File: src/rtl/pin_pkg.sv
// Shared types and key/display constants for the PIN entry path between the
// keypad decoder and the PIN-check FSM.
package pin_pkg;

  localparam logic [3:0] KEY_BKSP        = 4'hA;
  localparam logic [3:0] KEY_ENTER       = 4'hC;
  localparam logic [3:0] EMPTY_DIGIT     = 4'hB;
  localparam logic [3:0] PIN_RESET_DIGIT = 4'hF;

  typedef struct packed {
    logic       status;
    logic [3:0] d1;
    logic [3:0] d2;
    logic [3:0] d3;
    logic [3:0] d4;
  } pinPac_t;

  typedef enum logic [1:0] {
    IDLE   = 2'd0,
    ENTRY  = 2'd1,
    SUBMIT = 2'd2
  } pinState_e;

  function automatic logic isDigit(input logic [3:0] code);
    return code <= 4'd9;
  endfunction

endpackage

File: src/rtl/pin_inactivity_timer.sv
// Inactivity timer: counts while run is high and flags expiry for one cycle
// when TIMEOUT_TICKS-1 is reached without a clear.
module pin_inactivity_timer
  import pin_pkg::*;
#(
  parameter int TIMEOUT_TICKS = 5000
) (
  input  logic clock,
  input  logic reset,
  input  logic clear,
  input  logic run,
  output logic expire
);

  localparam int CW = (TIMEOUT_TICKS > 1) ? $clog2(TIMEOUT_TICKS) : 1;
  localparam logic [CW-1:0] LAST_TICK = CW'(TIMEOUT_TICKS - 1);

  logic [CW-1:0] count_q, count_d;

  assign expire = run && !clear && (count_q == LAST_TICK);

  // Counter rests at zero whenever it is not running, so IDLE never accumulates.
  always_comb begin
    count_d = count_q;
    if (clear || !run || expire) begin
      count_d = '0;
    end else begin
      count_d = count_q + 1'b1;
    end
  end

  always_ff @(posedge clock or posedge reset) begin
    if (reset) begin
      count_q <= '0;
    end else begin
      count_q <= count_d;
    end
  end

endmodule

File: src/rtl/pin_entry_assembler.sv
// Assembles keypad events into a rolling four-digit buffer, drives the display
// nibbles and emits a completed PIN packet on ENTER.
module pin_entry_assembler
  import pin_pkg::*;
#(
  parameter int TIMEOUT_TICKS = 5000,
  parameter int PIN_LEN       = 4
) (
  input  logic       clock,
  input  logic       reset,
  input  logic       enable,
  input  logic       key_valid,
  input  logic [3:0] key_code,
  output pinPac_t    pin_out,
  output logic [3:0] disp_d1,
  output logic [3:0] disp_d2,
  output logic [3:0] disp_d3,
  output logic [3:0] disp_d4,
  output logic [2:0] digit_count,
  output logic       reject,
  output logic       timeout
);

  localparam logic [2:0] FULL_COUNT = 3'(PIN_LEN);

  pinState_e  state_q, state_d;
  logic [3:0] d1_q, d1_d, d2_q, d2_d, d3_q, d3_d, d4_q, d4_d;
  logic [2:0] count_q, count_d;
  pinPac_t    pin_q, pin_d;
  logic       reject_q, reject_d;
  logic       timeout_q, timeout_d;

  logic isDigitKey, isBksp, isEnter, keyAccepted, expire;

  assign isDigitKey  = isDigit(key_code);
  assign isBksp      = (key_code == KEY_BKSP);
  assign isEnter     = (key_code == KEY_ENTER);
  assign keyAccepted = enable && key_valid && (isDigitKey || isBksp || isEnter);

  pin_inactivity_timer #(
    .TIMEOUT_TICKS(TIMEOUT_TICKS)
  ) u_timer (
    .clock (clock),
    .reset (reset),
    .clear (keyAccepted || !enable),
    .run   (state_q == ENTRY),
    .expire(expire)
  );

  // Priority: enable gate, then an accepted key, then timer expiry.
  // A key on the expiry cycle wins because the timer sees it as a clear.
  always_comb begin
    state_d   = (state_q == SUBMIT) ? IDLE : state_q;
    d1_d      = d1_q;
    d2_d      = d2_q;
    d3_d      = d3_q;
    d4_d      = d4_q;
    count_d   = count_q;
    pin_d     = pin_q;
    pin_d.status = 1'b0;
    reject_d  = 1'b0;
    timeout_d = 1'b0;

    if (!enable) begin
      {d1_d, d2_d, d3_d, d4_d} = {4{EMPTY_DIGIT}};
      count_d = '0;
      state_d = IDLE;
    end else if (keyAccepted) begin
      if (isDigitKey) begin
        {d1_d, d2_d, d3_d, d4_d} = {d2_q, d3_q, d4_q, key_code};
        count_d = (count_q >= FULL_COUNT) ? FULL_COUNT : count_q + 3'd1;
        state_d = ENTRY;
      end else if (isBksp) begin
        if (count_q != '0) begin
          {d1_d, d2_d, d3_d, d4_d} = {EMPTY_DIGIT, d1_q, d2_q, d3_q};
          count_d = count_q - 3'd1;
          state_d = (count_q == 3'd1) ? IDLE : ENTRY;
        end
      end else begin
        if (count_q == FULL_COUNT) begin
          pin_d   = '{status: 1'b1, d1: d1_q, d2: d2_q, d3: d3_q, d4: d4_q};
          state_d = SUBMIT;
        end else begin
          reject_d = 1'b1;
          state_d  = IDLE;
        end
        {d1_d, d2_d, d3_d, d4_d} = {4{EMPTY_DIGIT}};
        count_d = '0;
      end
    end else if (expire) begin
      {d1_d, d2_d, d3_d, d4_d} = {4{EMPTY_DIGIT}};
      count_d   = '0;
      timeout_d = 1'b1;
      state_d   = IDLE;
    end
  end

  always_ff @(posedge clock or posedge reset) begin
    if (reset) begin
      state_q   <= IDLE;
      d1_q      <= EMPTY_DIGIT;
      d2_q      <= EMPTY_DIGIT;
      d3_q      <= EMPTY_DIGIT;
      d4_q      <= EMPTY_DIGIT;
      count_q   <= '0;
      pin_q     <= '{status: 1'b0, d1: PIN_RESET_DIGIT, d2: PIN_RESET_DIGIT,
                     d3: PIN_RESET_DIGIT, d4: PIN_RESET_DIGIT};
      reject_q  <= 1'b0;
      timeout_q <= 1'b0;
    end else begin
      state_q   <= state_d;
      d1_q      <= d1_d;
      d2_q      <= d2_d;
      d3_q      <= d3_d;
      d4_q      <= d4_d;
      count_q   <= count_d;
      pin_q     <= pin_d;
      reject_q  <= reject_d;
      timeout_q <= timeout_d;
    end
  end

  assign pin_out     = pin_q;
  assign disp_d1     = d1_q;
  assign disp_d2     = d2_q;
  assign disp_d3     = d3_q;
  assign disp_d4     = d4_q;
  assign digit_count = count_q;
  assign reject      = reject_q;
  assign timeout     = timeout_q;

endmodule

File: config.mk
export PLATFORM = sky130hd
export DESIGN_NAME = pin_entry_assembler
export DESIGN_NICKNAME = d
export VERILOG_FILES = /design/src/rtl/pin_pkg.sv /design/src/rtl/pin_inactivity_timer.sv /design/src/rtl/pin_entry_assembler.sv
export SDC_FILE = /design/constraint.sdc
export NUM_CORES = 1
export LEC_CHECK = 0
export CORE_MARGIN = 4
export CORE_UTILIZATION = 47
export CTS_CLUSTER_DIAMETER = 100
export DETAILED_ROUTE_END_ITERATION = 16
export HOLD_SLACK_MARGIN = 0.03
export PLACE_DENSITY = 0.75
export SLEW_MARGIN = 20
export SYNTH_ARGS = -nofsm -noshare
export SYNTH_HDL_FRONTEND = slang
export SYNTH_SLANG_ARGS = --single-unit
File: constraint.sdc
create_clock -name clock -period 2.2 [get_ports clock]
set_clock_uncertainty 0.05 [all_clocks]
set_input_delay 0.55 -clock clock [delete_from_list [all_inputs] [get_ports clock]]
set_output_delay 0.55 -clock clock [all_outputs]
set_load 0.02 [all_outputs]
==> insert_results.sql <==
INSERT INTO impl_metrics (metric_group, metric, value, unit) VALUES
('clock_network', 'clk_latency', '300', 'ps'),
('hold_path', 'hold_path_depth', '1', ''),
('power', 'switchingPower', '0.481', 'mW'),
('clock_network', 'h_tree_depth', '2', ''),
('place', 'preCtsSetupSlack', '-355', 'ps'),
('synth', 'yosys.area.top_type', 'sky130_fd_sc_hd__dfstp_2', ''),
('global_routing', 'grt_start_max_net_pins', '54', ''),
('timing', 'grt_setup_unrepaired', 'false', ''),
('power', 'power_density', '542', 'nW/µm²'),
('worst_setup_path', 'cp_slowest_cell', 'sky130_fd_sc_hd__clkdlybuf4s50_1', ''),
('floorplanning', 'die_boundary_height', '82.4', 'µm'),
('global_routing', 'grt_use_total', '0.186', ''),
('run', 'number_of_max_capacitance_violations_reported', '0', ''),
('clock_network', 'number_of_buffers_created_by_cts', '5', ''),
('worst_setup_path', 'crit_required', '2380', 'ps'),
('detailed_routing', 'dr.first_iter.drc_count', '126', ''),
('detailed_routing', 'drcViolationCount', '0', ''),
('floorplanning', 'rows', '26', ''),
('power', 'power_report.internal_total', '1.41', 'mW'),
('worst_setup_path', 'worst_ep_arrival_time', '2310', 'ps'),
('worst_setup_path', 'critical-path-top-delay-family', 'buffers and inverters', ''),
('worst_setup_path', 'critPathBufInv', '2', ''),
('synth', 'synth_area_per_cell', '11.5', 'µm²'),
('worst_setup_path', 'timing.setup.critical_path_class', 'primary input to flip-flop', ''),
('timing', 'final_critical_path_setup_slack', '70.9', 'ps'),
('worst_setup_path', 'critical_path.reg2reg.startpoint', 'u_timer.count_q[3]$_DFF_PP0_', ''),
('floorplanning', 'core_region_area', '5240', 'µm²'),
('power', 'total_power', '1.89', 'mW'),
('timing', 'tightestPinTransition', '357', 'ps'),
('worst_setup_path', 'cp_cell_sequence', 'clkdlybuf4s50_1, nor2b_1, a311o_1, or4b_4, buf_6, nor2_1', ''),
('synth', 'yosysTopAreaCellShare', '0.283', ''),
('clock_network', 'clockRootBuffer', 'sky130_fd_sc_hd__clkbuf_8', ''),
('final_layout', 'finish.utilization', '0.667', ''),
('worst_setup_path', 'setup.worst_path.start_class', 'primary input', ''),
('synth', 'netlist_area', '2600', 'µm²'),
('clock_network', 'worst_setup_hold_path_clk_slew', '90', 'ps'),
('clock_network', 'clock_path_buffers', '2', ''),
('timing', 'minimum_period_implied_by_the_final_worst_setup_slack', '2130', 'ps'),
('detailed_routing', 'drt-total-wl', '5.74', 'mm'),
('detailed_routing', 'detail_route.first_pass.iterations', '4', ''),
('timing', 'final_max_slew_viol_count', '0', ''),
('place', 'finalWeightedCongestion', '0.846', ''),
('synth', 'syn_nets', '240', ''),
('hold_path', 'hold-path-endpoint', 'u_timer.count_q[0]$_DFF_PP0_', ''),
('synth', 'ys_top_cells_by_area', 'sky130_fd_sc_hd__dfstp_2 (28%), sky130_fd_sc_hd__dfrtp_1 (24%), sky130_fd_sc_hd__mux2_2 (9.1%), sky130_fd_sc_hd__nor2_1 (3.2%), sky130_fd_sc_hd__mux2i_1 (3.1%)', ''),
('synth', 'yosysUniqueCellTypes', '49', ''),
('detailed_routing', 'avgViaCountPerCell', '5.35', ''),
('power', 'vdd_ir_drop_max', '0.290', 'mV'),
('detailed_routing', 'detailroute.via_count', '1994', ''),
('timing', 'timing_hold_violations_final', '0', ''),
('synth', 'synth-seq-cells', '53', ''),
('power', 'share_comb_of_total_power', '0.151', ''),
('power', 'power.sequential.fraction', '0.549', ''),
('clock_network', 'cts_tree', 'yes', ''),
('final_layout', 'drive_above_1_share', '0.340', ''),
('run_status', 'outcome', 'finished, final reports clean', ''),
('global_routing', 'initial_antenna_violation_count', '0', ''),
('floorplanning', 'floorplan.initialDensity', '0.497', ''),
('synth', 'yosys-top-cells-count', 'sky130_fd_sc_hd__dfstp_2 (28), sky130_fd_sc_hd__dfrtp_1 (25), sky130_fd_sc_hd__nor2_1 (22)', ''),
('power', 'p_sw_frac', '0.254', ''),
('timing', 'fin_crit_sh', '0.968', ''),
('worst_setup_path', 'worstPathMaxFanout', '13', ''),
('final_layout', 'insertedDiodeCount', '0', ''),
('power', 'clkPwrFrac', '0.300', ''),
('worst_setup_path', 'worst_path_largest_cell_delay', '530', 'ps'),
('global_routing', 'vias_in_the_first_global_route', '1979', ''),
('timing', 'slew_headroom', '0.760', ''),
('synth', 'postSynthCellCount', '226', ''),
('floorplanning', 'fp.dieW', '82.4', 'µm'),
('final_layout', 'finalNetCount', '316', ''),
('place', 'buffer_ports.inserted', '45', '');
## registers in the layout, summed over array words and instances, names as in the netlist
signal,flops
digit_count,3
disp_d1,4
disp_d2,4
disp_d3,4
disp_d4,4
pin_out,17
reject,1
state_q,2
timeout,1
u_timer.count_q,13
## through the flow
stage / cells / setup TNS [ps] / hold slack, ps / instance area, µm²
floorplan: 226 / 0 / 375 / 2600
global placement: 363 / -12230 / 387 / 3350
detailed placement: 363 / -14430 / 411 / 3350
CTS: 372 / 0 / 425 / 3460
global route: 373 / 0 / 461 / 3490
finish: 373 / 0 / 428 / 3490
## power by group through the flow
| stage | logic, mW | clock network (mW) | registers [mW] |
|---|---|---|---|
| after floorplan | 0.118 | 0 | 1.08 |
| after global placement | 0.275 | 0 | 1.05 |
| after detailed placement | 0.279 | 0 | 1.06 |
| after CTS | 0.284 | 0.581 | 1.04 |
| after global routing | 0.311 | 0.631 | 1.04 |
| final | 0.286 | 0.567 | 1.04 |
## cell usage in the layout (no fill, tap or decap), drive strengths merged, types with 2 or more instances in the layout
| cell type | count |
|---|---|
| and3 | 4 |
| nor4 | 2 |
| nor2 | 22 |
| or4 | 2 |
| a2bb2oi | 5 |
| o22ai | 8 |
| nor3 | 3 |
| dfrtp | 25 |
| clkbuf | 6 |
| o21ai | 7 |
| nor2b | 4 |
| xnor2 | 5 |
| ha | 6 |
| nand4 | 4 |
| dfstp | 28 |
| clkinv | 2 |
| buf | 32 |
| mux2i | 8 |
| a22o | 2 |
| a21oi | 4 |
| clkdlybuf4s50 | 41 |
| xor2 | 6 |
| dlymetal6s2s | 3 |
| nand3 | 9 |
| mux2 | 21 |
| nand2 | 9 |
| inv | 14 |
## worst max path at each step
stage / startpoint / endpoint / cells past startpoint
after floorplan: u_timer.count_q[3]$_DFF_PP0_ / disp_d2[2]$_DFFE_PP0P_ / 4
after global placement: key_valid / u_timer.count_q[12]$_DFF_PP0_ / 6
after detailed placement: key_valid / u_timer.count_q[12]$_DFF_PP0_ / 6
after CTS: key_code[0] / u_timer.count_q[12]$_DFF_PP0_ / 6
after global routing: key_code[3] / disp_d2[3]$_DFFE_PP1P_ / 8
final: key_code[3] / u_timer.count_q[12]$_DFF_PP0_ / 6
## routing by layer
layer / track usage / routed length, µm
met1: 0.277 / 2800
met2: 0.272 / 2630
met3: 0.0401 / 244
met4: 0.0482 / 74
met5: 0 / 0
## kinds of logic (layout without fill, tap and decap cells)
| group | after synthesis | after routing | share of synthesized area |
|---|---|---|---|
| muxes | 29 | 29 | 0.122 |
| DFF | 53 | 53 | 0.523 |
| buffers and inverters | 23 | 99 | 0.0399 |
| AOI/OAI and AO/OA | 34 | 35 | 0.0972 |
| and+or+nand+nor | 69 | 69 | 0.148 |
| xor gates and xnor gates | 11 | 11 | 0.0370 |
| adders and majority gates | 7 | 7 | 0.0327 |
## layout make-up
class	instances	area, µm²
fill	380	1740
inverter	14	52.6
tap	70	87.6
clock buffer	6	82.6
clock inverter	2	13.8
multi-input combinational	151	1170
sequential	53	1360
timing repair buffer	77	729
## repair_timing
item / CTS / global route
gates cloned: 1 / 0
endpoints found under the setup margin: 29 / 44
endpoints found under the hold margin: 0 / 0
gates resized for setup: 1 / 9
setup buffers: 0 / 1
pin swaps: 1 / 3
hold buffers: 0 / 0
(Power assumes the default switching activity.)
